**src/rtl/mem_access_seq_pkg.sv**
```systemverilog
// Shared encodings for the sequenced MEM stage: opcodes, FSM states and opcode decode.
package mem_access_seq_pkg;

    typedef enum logic [2:0] {
        OP_PASS = 3'd0,
        OP_LW   = 3'd1,
        OP_SW   = 3'd2,
        OP_LM   = 3'd3,
        OP_SM   = 3'd4
    } op_e;

    typedef enum logic [1:0] {
        ST_IDLE = 2'd0,
        ST_SREQ = 2'd1,
        ST_MREQ = 2'd2,
        ST_DONE = 2'd3
    } state_e;

    // Unused encodings 5-7 behave as a plain pass-through.
    function automatic op_e decode_op(input logic [2:0] raw);
        case (raw)
            3'd1:    return OP_LW;
            3'd2:    return OP_SW;
            3'd3:    return OP_LM;
            3'd4:    return OP_SM;
            default: return OP_PASS;
        endcase
    endfunction

endpackage

```
**src/rtl/mem_access_seq_lowbit_enc.sv**
```systemverilog
// Priority encoder: index of the lowest set bit of vec_i, plus a non-empty flag.
module lowbit_enc #(
    parameter int N     = 8,
    parameter int IDX_W = $clog2(N)
) (
    input  logic [N-1:0]     vec_i,
    output logic [IDX_W-1:0] idx_o,
    output logic             any_o
);

    always_comb begin
        idx_o = '0;
        any_o = |vec_i;
        // Scan downward so the lowest set bit is the last one written.
        for (int i = N - 1; i >= 0; i--) begin
            if (vec_i[i]) idx_o = IDX_W'(i);
        end
    end

endmodule

```
**src/rtl/mem_access_seq.sv**
```systemverilog
// Sequenced MEM stage: LW/SW and multi-register LM/SM over a req/ready memory port,
// stalling EX while an access is in flight.
//
//   state   | meaning
//   IDLE    | waiting for in_valid; capture cycle, stall low
//   SREQ    | single LW/SW request held until mem_ready
//   MREQ    | one LM/SM transfer per accepted request, lowest mask bit first
//   DONE    | instruction finished; out_valid pulses on the following cycle
module mem_access_seq
    import mem_access_seq_pkg::*;
#(
    parameter int DATA_W = 16,
    parameter int ADDR_W = 16,
    parameter int NREGS  = 8,
    parameter int IDX_W  = $clog2(NREGS)
) (
    input  logic              clk_i,
    input  logic              rst_i,
    input  logic              in_valid_i,
    input  logic [2:0]        op_i,
    input  logic              ra_sel_i,
    input  logic              wd_sel_i,
    input  logic [ADDR_W-1:0] pipe_ra_i,
    input  logic [DATA_W-1:0] alu_out_i,
    input  logic [DATA_W-1:0] data_in_i,
    input  logic [DATA_W-1:0] signal_c_i,
    input  logic [NREGS-1:0]  reg_mask_i,
    output logic              mem_req_o,
    output logic              mem_we_o,
    output logic [ADDR_W-1:0] mem_addr_o,
    output logic [DATA_W-1:0] mem_wdata_o,
    input  logic              mem_ready_i,
    input  logic [DATA_W-1:0] mem_rdata_i,
    output logic [IDX_W-1:0]  rf_raddr_o,
    input  logic [DATA_W-1:0] rf_rdata_i,
    output logic              rf_we_o,
    output logic [IDX_W-1:0]  rf_waddr_o,
    output logic [DATA_W-1:0] rf_wdata_o,
    output logic              stall_o,
    output logic              out_valid_o,
    output logic [DATA_W-1:0] out_data_o,
    output logic [ADDR_W-1:0] ra_inc_o
);

    state_e            state_q;
    op_e               op_q;
    logic [ADDR_W-1:0] addr_q;
    logic [DATA_W-1:0] wdata_q;
    logic [NREGS-1:0]  mask_q;
    logic [NREGS-1:0]  mask_d;
    logic              out_valid_q;
    logic [DATA_W-1:0] out_data_q;
    logic [ADDR_W-1:0] ra_inc_q;

    op_e               op_in;
    logic [ADDR_W-1:0] addr_in;
    logic [DATA_W-1:0] wdata_in;
    logic [IDX_W-1:0]  idx;
    logic              mask_any;

    assign op_in    = decode_op(op_i);
    assign addr_in  = ra_sel_i ? ADDR_W'(alu_out_i) : pipe_ra_i;
    assign wdata_in = wd_sel_i ? signal_c_i : data_in_i;

    lowbit_enc #(
        .N     (NREGS),
        .IDX_W (IDX_W)
    ) u_lowbit (
        .vec_i (mask_q),
        .idx_o (idx),
        .any_o (mask_any)
    );

    assign mask_d = mask_q & ~(NREGS'(1) << idx);

    always_ff @(posedge clk_i or posedge rst_i) begin
        if (rst_i) begin
            state_q     <= ST_IDLE;
            op_q        <= OP_PASS;
            addr_q      <= '0;
            wdata_q     <= '0;
            mask_q      <= '0;
            out_valid_q <= 1'b0;
            out_data_q  <= '0;
            ra_inc_q    <= '0;
        end else begin
            out_valid_q <= 1'b0;
            case (state_q)
                ST_IDLE: begin
                    if (in_valid_i) begin
                        op_q     <= op_in;
                        addr_q   <= addr_in;
                        wdata_q  <= wdata_in;
                        mask_q   <= reg_mask_i;
                        ra_inc_q <= pipe_ra_i + ADDR_W'(1);
                        if (op_in != OP_LW) out_data_q <= alu_out_i;
                        case (op_in)
                            OP_PASS:      state_q <= ST_DONE;
                            OP_LW, OP_SW: state_q <= ST_SREQ;
                            default:      state_q <= (reg_mask_i == '0) ? ST_DONE : ST_MREQ;
                        endcase
                    end
                end
                ST_SREQ: begin
                    if (mem_ready_i) begin
                        if (op_q == OP_LW) out_data_q <= mem_rdata_i;
                        state_q <= ST_DONE;
                    end
                end
                ST_MREQ: begin
                    if (mem_ready_i) begin
                        mask_q <= mask_d;
                        addr_q <= addr_q + ADDR_W'(1);
                        if (mask_d == '0) state_q <= ST_DONE;
                    end
                end
                ST_DONE: begin
                    out_valid_q <= 1'b1;
                    state_q     <= ST_IDLE;
                end
                default: state_q <= ST_IDLE;
            endcase
        end
    end

    // Memory and register-file strobes are decoded from the state so reset kills them at once.
    always_comb begin
        mem_req_o   = 1'b0;
        mem_we_o    = 1'b0;
        mem_addr_o  = '0;
        mem_wdata_o = '0;
        rf_raddr_o  = '0;
        rf_we_o     = 1'b0;
        rf_waddr_o  = '0;
        rf_wdata_o  = '0;
        case (state_q)
            ST_SREQ: begin
                mem_req_o  = 1'b1;
                mem_we_o   = (op_q == OP_SW);
                mem_addr_o = addr_q;
                if (op_q == OP_SW) mem_wdata_o = wdata_q;
            end
            ST_MREQ: begin
                mem_req_o  = mask_any;
                mem_addr_o = addr_q;
                if (op_q == OP_SM) begin
                    mem_we_o    = 1'b1;
                    rf_raddr_o  = idx;
                    mem_wdata_o = rf_rdata_i;
                end else if (mem_ready_i && mask_any) begin
                    rf_we_o    = 1'b1;
                    rf_waddr_o = idx;
                    rf_wdata_o = mem_rdata_i;
                end
            end
            default: ;
        endcase
    end

    assign stall_o     = (state_q != ST_IDLE);
    assign out_valid_o = out_valid_q;
    assign out_data_o  = out_data_q;
    assign ra_inc_o    = ra_inc_q;

endmodule
```
**config.mk**
```make
export PLATFORM = sky130hd
export DESIGN_NAME = mem_access_seq
export DESIGN_NICKNAME = d
export VERILOG_FILES = /design/src/rtl/mem_access_seq_pkg.sv /design/src/rtl/mem_access_seq_lowbit_enc.sv /design/src/rtl/mem_access_seq.sv
export SDC_FILE = /design/constraint.sdc
export NUM_CORES = 1
export LEC_CHECK = 0
export BUFFER_PORTS_ARGS = -buffer_cell sky130_fd_sc_hd__buf_2
export CAP_MARGIN = 15
export CORE_MARGIN = 2
export CORE_UTILIZATION = 44
export DETAILED_ROUTE_END_ITERATION = 16
export MAX_ROUTING_LAYER = met4
export PLACE_DENSITY = 0.77
export SETUP_SLACK_MARGIN = 0.02
export SYNTH_ARGS = -nofsm -noshare
export SYNTH_HDL_FRONTEND = slang
export SYNTH_SLANG_ARGS = --single-unit
```
**constraint.sdc**
```tcl
create_clock -name clk_i -period 2.2 [get_ports clk_i]
set_input_delay 0.22 -clock clk_i [delete_from_list [all_inputs] [get_ports clk_i]]
set_output_delay 0.22 -clock clk_i [all_outputs]
set_load 0.01 [all_outputs]
```
==> results by group <==
Clock network
  – Clock latency on the worst-skew pair: 0.34 ns
  – H-Tree Depth: 3
  – CTS Sinks: 78
  – Clock tree buffer depth: 2
  – Reg clk slew, reported paths: 0.06 ns
  – TritonCTS clock tree: done
  – Hold buffers post-CTS: 0
  – Root Driver: clkbuf_16
  – Cts bufs inserted: 9

Die
  – Initial Utilization: 45.60%
  – Die width: 110.7 um
  – FP Rows: 38
  – Die area: 0.01225 sq mm
  – Core area: 0.01098 sq mm
  – Chip height: 110.7 um
  – Top-level I/O count: 204

Synth
  – Sequential fraction of the synthesis area: 38.97%
  – Main combinational cell family by area after synthesis: simple AND/OR/NAND/NOR gates
  – Synth Area in Adders: 1.699%
  – Synth Area in Compound Gates: 15.84%
  – Synthesis-stage register bit count: 78
  – Cell accounting for the most synthesized area: dfrtp_1
  – Syn_area_per_cell: 9.173 sq um
  – Mux contribution to synthesized area: 15.39%
  – Ys flop type: dfrtp_1
  – Fraction of the mapped netlist area in simple logic gates: 21.28%
  – Async SR Flop Fraction: 100.0%
  – Distinct cells, synth: 54
  – Top cells by area, synth: dfrtp_1, mux2_2, nand2_1, o21ai_0, mux2i_1
  – Post-synth EDFFs: 0
  – Post-synth top area share: 38.97%
  – Net Count, Synth: 665
  – XOR/XNOR share of the synthesized area: 2.448%
  – Synth Cell Area: 0.005009 sq mm
  – Synth warn: 0
  – Post-Synthesis Cells: 546

Timing
  – Fin crit period: 2.262 ns
  – Setup violators final: 18
  – RSZ-0062 raised after global routing: true
  – Setup TNS: -0.6708 ns
  – Min setup slack post-route: -0.06243 ns
  – Slew Limit Fails: 0
  – Fin crit share: 102.8%
  – Worst Hold Margin: 0.03059 ns
  – Final Hold Fails: 0
  – Worst slew pin tran: 0.8009 ns
  – Slew headroom: 46.49%
  – Layout Skew: 0.006331 ns
  – Fmax: 442.0 MHz

Route
  – TritonRoute pass-1 iters: 5
  – Post-route ant nets: 0
  – Via density per instance: 5.454
  – WL/cell: 17.19 um
  – Met3 wire len: 820 um
  – DRT Wirelength: 15440 um
  – WL met2: 7962 um
  – Via count: 4898
  – DR top layer: met4
  – Initial DRC Count: 286
  – M1 wire length: 6326 um
  – Remaining DRCs: 0

Worst setup path
  – R2R Path Start: mask_q[1]
  – Biggest fanout along the worst timing path: 17
  – Max stage delay on crit path: 0.55 ns
  – Worst EP arrival: 2.04 ns
  – R2R Path End: state_q[1]
  – R2R depth: 5
  – Crit-path leading delay family: simple AND/OR/NAND/NOR gates
  – Setup crit start kind: flop
  – Slowest-stage cell, CP: or4_4
  – Worst path buffer plus inverter count: 2
  – Flop-to-flop setup slack: 0.14 ns
  – Crit path capture type: primary output
  – Crit path required time: 1.98 ns
  – Crit Path Category: reg -> out
  – Worst-path cell chain: or4_4 -> nor3_4 -> a21boi_4 -> nand3_4 -> inv_8 -> and2_1 -> buf_2

Finish
  – Number of diodes: 0
  – Multi-input logic area: 0.002955 sq mm
  – Filler cell count: 949
  – # nets final: 873
  – Most frequent cells in the layout: buf_2, dfrtp_1, nand2_1, o21ai_0, mux2_2
  – Sequential Area: 0.001954 sq mm
  – Layout cell share with drive strength beyond 1: 44.99%
  – Post-route cell area: 0.006849 sq mm
  – Most common cell after layout, fill and taps aside: buf_2
  – Area growth syn-to-layout: 36.75%
  – Fin util: 62.36%

Global routing
  – Overflow left after global routing: 0
  – Gr usage total: 25.21%
  – Vias in the first global route: 4871
  – First-pass GRT wire length: 24230 um
  – Antenna violations before repair: 0
  – Largest net degree at the start of global routing: 42

Placed design
  – PortBufs: 203
  – Routability cong.: 0.8565
  – Post-place instance area: 0.006191 sq mm
  – Final HPWL DP: 11730 um

Power and ir drop
  – VDD IR-drop max: 842.4 uV
  – Pwr Density: 1397 mW/mm^2
  – Static leakage: 3.286 nW
  – Total power: 9.565 mW

Hold path
  – Hold Crit Class: in -> async

Run status
  – Failing checks: negative setup slack
  – Status: finished, violations left

Run
  – Max-cap violations: 0
Yosys cell counts, types with 3 or more instances:
master and number:
buf_2 7, inv_1 8, o211ai_1 3, nand2_1 76, clkbuf_1 27, nand4_1 6, ha_1 6, o21ai_0 51
and2_4 9, nor2b_1 17, nor3_1 4, o22ai_1 11, o31ai_1 3, nand2b_1 5, nor4_1 4, and2_1 26
and3_1 7, nand3_1 17, mux2_2 46, xor2_1 10, a22o_1 6, a21oi_1 16, a22oi_1 17, mux2i_1 23
and4_1 3, buf_6 3, dfrtp_1 78, xnor2_1 4, nor2_1 19
sequential cells by signal, indices dropped and copies added, names as in the netlist:
name,cells
addr_q,16
out_valid_o,1
op_q,3
wdata_q,16
state_q,2
out_data_o,16
ra_inc_o,16
mask_q,8
timing repair:
item | CTS | global route
pin swaps | 2 | 1
setup endpoints to repair | 35 | 37
gates cloned | 0 | 2
buffers inserted | 2 | 8
resized for setup | 20 | 30
where the power goes:
part           switching, mW  internal [mW]
registers              0.632           2.16
logic                   2.62           2.38
clock network          0.584           1.20
cell families (layout without fill, tap and decap cells):
family,after synthesis,in the layout
muxes,71,71
and+or+nand+nor,202,202
xor gates and xnor gates,14,14
adders and majority gates,7,7
buffers and inverters,48,260
DFF,78,78
AOI/OAI and AO/OA,126,126
through the flow:
step	std cells	worst slack, ns
finish	898	-0.06243
global route	898	-0.1524
CTS	888	-0.04981
detailed placement	871	0.04163
global placement	871	0.1814
floorplan	546	0.1646
worst max-delay path by stage:
stage | start | end | slack [ns] | cells past startpoint
after floorplan | state_q[1] | out_data_o[10] | 0.16 | 6
after global placement | state_q[0] | addr_q[13] | 0.18 | 7
after detailed placement | state_q[0] | addr_q[3] | 0.04 | 7
after CTS | mask_q[2] | rf_wdata_o[4] | -0.05 | 7
after global routing | mask_q[2] | rf_wdata_o[5] | -0.15 | 7
final | mask_q[1] | rf_wdata_o[4] | -0.06 | 7
metal layers:
layer | up-vias | track usage (%)
li1 | 2361 | -
met1 | 2302 | 30.08
met2 | 213 | 44.25
met3 | 22 | 3.280
met4 | 0 | 8.250
met5 | - | -
final cells by class:
type	instances	share of cell area, %
Tap cell	140	2.558
Timing Repair Buffer	236	19.86
Clock inverter	3	1.315
Multi-Input combinational cell	420	43.15
Clock buffer	12	3.891
Inverter	9	0.6942
Sequential cell	78	28.53
No activity file was read; power rests on OpenSTA's default activity.
